**config.mk**
```make
export PLATFORM = sky130hd
export DESIGN_NAME = memory_param
export DESIGN_NICKNAME = d
export VERILOG_FILES = /design/src/rtl/memory_param.sv
export SDC_FILE = /design/constraint.sdc
export NUM_CORES = 1
export LEC_CHECK = 0
export CAP_MARGIN = 20
export CELL_PAD_IN_SITES_DETAIL_PLACEMENT = 1
export CELL_PAD_IN_SITES_GLOBAL_PLACEMENT = 1
export CORE_UTILIZATION = 45
export CTS_BUF_LIST = sky130_fd_sc_hd__clkbuf_8 sky130_fd_sc_hd__clkbuf_16
export CTS_CLUSTER_DIAMETER = 50
export DETAILED_ROUTE_END_ITERATION = 8
export GPL_TIMING_DRIVEN = 0
export HOLD_SLACK_MARGIN = 0.1
export PLACE_DENSITY_LB_ADDON = 0.1
export SYNTH_ARGS = -nofsm -noshare
export SYNTH_HDL_FRONTEND = slang
export SYNTH_SLANG_ARGS = --single-unit
```
**constraint.sdc**
```tcl
create_clock -name clk -period 1.1 [get_ports clk]
set_input_delay 0.33 -clock clk [delete_from_list [all_inputs] [get_ports clk]]
set_output_delay 0.33 -clock clk [all_outputs]
set_load 0.02 [all_outputs]
```
**src/rtl/memory_param.sv**
```systemverilog
// Parameterised single-port word memory with registered read, a valid strobe and an optional zero-fill sweep.
// Define MEMORY_PARAM_CLEAR_EN to enable the CLEAR state (reset and the clear input zero-fill the array).
module memory_param #(
    parameter  int WIDTH = 8,
    parameter  int DEPTH = 8,
    localparam int AW    = (DEPTH > 1) ? $clog2(DEPTH) : 1
) (
    input  logic             clk,
    input  logic             rst_n,
    input  logic             select,
    input  logic             rw,
    input  logic [AW-1:0]    address,
    input  logic [WIDTH-1:0] data_in,
    input  logic             clear,
    output logic [WIDTH-1:0] data_out,
    output logic             valid,
    output logic             ready,
    output logic             busy
);

    // One extra bit so DEPTH itself is representable when DEPTH is a power of two.
    localparam logic [AW:0] DEPTH_W = (AW + 1)'(DEPTH);

    logic [WIDTH-1:0] mem [DEPTH];

    logic [WIDTH-1:0] data_out_q, data_out_d;
    logic             valid_q, valid_d;
    logic             in_range;
    logic             accept;
    logic             sweep_we;
    logic [AW-1:0]    sweep_addr;
    logic             wr_en;
    logic [AW-1:0]    wr_addr;
    logic [WIDTH-1:0] wr_data;

    assign in_range = ({1'b0, address} < DEPTH_W);

`ifdef MEMORY_PARAM_CLEAR_EN
    typedef enum logic {
        S_IDLE  = 1'b0,
        S_CLEAR = 1'b1
    } state_e;

    localparam logic [AW-1:0] LAST_ADDR = AW'(DEPTH - 1);

    state_e        state_q, state_d;
    logic [AW-1:0] cnt_q, cnt_d;

    always_ff @(posedge clk or negedge rst_n) begin
        if (!rst_n) begin
            state_q <= S_CLEAR;
            cnt_q   <= '0;
        end else begin
            state_q <= state_d;
            cnt_q   <= cnt_d;
        end
    end

    // clear is only sampled in IDLE, so a pulse during a sweep cannot restart it.
    always_comb begin
        state_d = state_q;
        cnt_d   = cnt_q;
        case (state_q)
            S_CLEAR: begin
                if (cnt_q == LAST_ADDR) begin
                    state_d = S_IDLE;
                    cnt_d   = '0;
                end else begin
                    cnt_d = cnt_q + 1'b1;
                end
            end
            default: begin
                if (clear) begin
                    state_d = S_CLEAR;
                    cnt_d   = '0;
                end
            end
        endcase
    end

    assign ready      = (state_q == S_IDLE);
    assign busy       = (state_q == S_CLEAR);
    assign accept     = select && ready && !clear;
    assign sweep_we   = busy;
    assign sweep_addr = cnt_q;
`else
    logic unused_clear;

    assign ready        = 1'b1;
    assign busy         = 1'b0;
    assign accept       = select;
    assign sweep_we     = 1'b0;
    assign sweep_addr   = '0;
    assign unused_clear = clear;
`endif

    always_comb begin
        wr_en   = 1'b0;
        wr_addr = address;
        wr_data = data_in;
        if (sweep_we) begin
            wr_en   = 1'b1;
            wr_addr = sweep_addr;
            wr_data = '0;
        end else if (accept && rw && in_range) begin
            wr_en = 1'b1;
        end
    end

    // Array has no reset so it can map onto block RAM.
    always_ff @(posedge clk) begin
        if (wr_en) begin
            mem[wr_addr] <= wr_data;
        end
    end

    always_comb begin
        data_out_d = data_out_q;
        valid_d    = 1'b0;
        if (accept && !rw) begin
            valid_d    = 1'b1;
            data_out_d = in_range ? mem[address] : '0;
        end
    end

    always_ff @(posedge clk or negedge rst_n) begin
        if (!rst_n) begin
            data_out_q <= '0;
            valid_q    <= 1'b0;
        end else begin
            data_out_q <= data_out_d;
            valid_q    <= valid_d;
        end
    end

    assign data_out = data_out_q;
    assign valid    = valid_q;

endmodule

```
==> impl_metrics.json <==
{
  "vias": 1554,
  "cts_hold_buf": 0,
  "path_buf_inv": 1,
  "netlist_area_um2": 2880,
  "grt_setup_unrepaired": "true",
  "place.gp.congestion": 0.704,
  "postSynth.asyncResetShare": 0.123,
  "avgSynthCellArea_um2": 18.6,
  "ys_dominant_reg_cell": "edfxtp_1",
  "cts_made_buffers": 9,
  "path_max_fanout": 2,
  "synth_edf_count": 64,
  "hpwl_um": 3550,
  "syn-num-nets": 171,
  "status": "complete, but fails checks",
  "vias_per_cell": 5.32,
  "synth.distinct_cells": 18,
  "grt_pass1_vias": 1645,
  "clockBufferDepth": 2,
  "drive_gt1_frac": 0.392,
  "hp-class": "input port to asynchronous set/reset pin",
  "rows": 28,
  "grt_pass1_wl_um": 9340,
  "htreeDepth": 3,
  "die_h_um": 82.0,
  "drtAntennaViolNets": 0,
  "ys_top_cells_by_count": "64 x edfxtp_1, 32 x mux2i_1, 9 x dfrtp_1, 9 x nand2_1",
  "tns_ns": -0.882,
  "fin_util": 0.633,
  "critical-path-top-delay-family": "flip-flops",
  "worstSetupStartpointType": "flop",
  "worst_ep_arrival_time_ns": 0.88,
  "core_area_um2": 6030,
  "dieArea_um2": 6720,
  "slowest_stage": "dfrtp_1",
  "antenna_found_initial": 0,
  "netlist_instances": 155,
  "cellLeakagePower_uw": 0.00146,
  "cts_tree": "built",
  "grt_max_degree": 12,
  "pin_count": 27,
  "hold_violations": 0,
  "die_w_um": 82.0,
  "insertion_delay_ns": 0.34,
  "seq_area_frac_synth": 0.746,
  "drtIter0Drc": 120,
  "clkTransAtPathRegs_ns": 0.08,
  "synth-seq-cells": 73,
  "crit_chain": "buf_6",
  "power_density_nw_per_um2": 1520,
  "failed_checks": "setup timing",
  "path_class": "flop to output pin",
  "num_antenna_cells": 0,
  "setup_viol": 14,
  "grt_use_total": 0.212,
  "synth.largest_area_cell": "edfxtp_1",
  "required_ns": 0.77,
  "syn_to_final_growth_pct": 32.5,
  "fin_skew_ns": 0.0104,
  "dr.pass1.iters": 4,
  "cp-end-kind": "output pin",
  "routedWlPerCell_um": 21.6,
  "drc": 0,
  "drv_slew": 0,
  "yosysMostFrequentCell": "edfxtp_1",
  "period_needed_ns": 1.21,
  "start_util": 0.477,
  "finalNetCount": 228,
  "worst_slack_ns": -0.111,
  "cts-root-buf": "clkbuf_8",
  "routed_wl_um": 6310,
  "fmax_mhz": 826,
  "yosysTopAreaCellShare": 0.668,
  "peakVddDrop_v": 0.00105,
  "critPathMaxStageDelay_ns": 0.40,
  "overflow": 0,
  "period_share": 1.10,
  "clock_sinks": 73,
  "max_cap_viol_count": 0,
  "synth.area.top_cells": "edfxtp_1 67%, mux2i_1 11%, dfrtp_1 7.8%, mux4_2 6.3%, o21ai_1 1.4%",
  "port_buffers": 21,
  "ys_warn_count": 0
}
[flip-flops by register name (all words and copies together) (netlist names)]
signal and cells:
valid 1, data_out 8, mem 64
[where the power goes]
part	total [µW]	internal, µW	switching [µW]
Sequential	3150	3110	44.6
Combinational	694	362	331
Clock	1940	1010	927
Total	5780	4480	1300
[repair_timing]
action,in CTS,in global routing
setup buffers,18,7
pin swaps,8,2
gates resized for setup,79,7
setup endpoints to repair,82,27
[cell usage in the layout (no fill, tap or decap), drive strengths merged]
cell type      instances
clkbuf                11
clkdlybuf4s50          9
nand3                  1
conb                   2
mux2i                 32
clkinv                 3
mux4                   8
nor2                   6
o21ai                  8
dfrtp                  9
nor3                   2
nand3b                 1
inv                    4
edfxtp                64
bufinv                 1
buf                   44
nand2b                 3
nand2                  9
[final cells by class]
type	instances	area [µm²]
plain buffers	9	145
clock buffers	9	124
clock inverters	7	55.1
fillers	525	2210
inverters	1	3.75
multi-input cells	72	773
flip-flops and latches	73	2150
well taps	75	93.8
repair buffers	46	470
[worst paths after layout]
| kind | from | end | slack [ns] | depth (start not counted) |
|---|---|---|---|---|
| worst min register to register | data_out[5] | data_out[5] | 0.54 | 2 |
| worst max register to register | mem[7][3] | data_out[3] | -0.01 | 3 |
| worst min-delay path | rst_n | data_out[4] | 0.29 | 1 |
| max in group asynchronous | rst_n | data_out[1] | 0.51 | 1 |
| worst max-delay path | data_out[5] | data_out[5] | -0.11 | 1 |
| min in group clk | select | data_out[5] | 0.45 | 3 |
[per-layer routing]
layer / global-route usage / routed length (µm)
met1: 0.259 / 2510
met2: 0.364 / 3370
met3: 0.0478 / 353
met4: 0.0825 / 76
met5: 0 / 0
[kinds of logic (layout without fill, tap and decap cells)]
group           after synthesis  in the layout  share of synthesized area
compound gates                8              8                     0.0139
buf+inv                      10             72                     0.0291
flops                        73             73                      0.746
mux                          40             40                      0.174
other cells                   2              2                    0.00261
simple gates                 22             22                     0.0339
[through the flow]
| stage | hold slack [ns] | total power, µW | std cells | area [µm²] | worst slack (ns) |
|---|---|---|---|---|---|
| after floorplan | 0.0344 | 3520 | 155 | 3010 | -0.321 |
| after global placement | 0.466 | 3740 | 251 | 3310 | -1.12 |
| after detailed placement | 0.490 | 3760 | 251 | 3310 | -1.10 |
| after CTS | 0.290 | 5750 | 285 | 3730 | -0.113 |
| after global routing | 0.295 | 5980 | 292 | 3810 | -0.149 |
| final | 0.286 | 5780 | 292 | 3810 | -0.111 |
(Power assumes the default switching activity.)
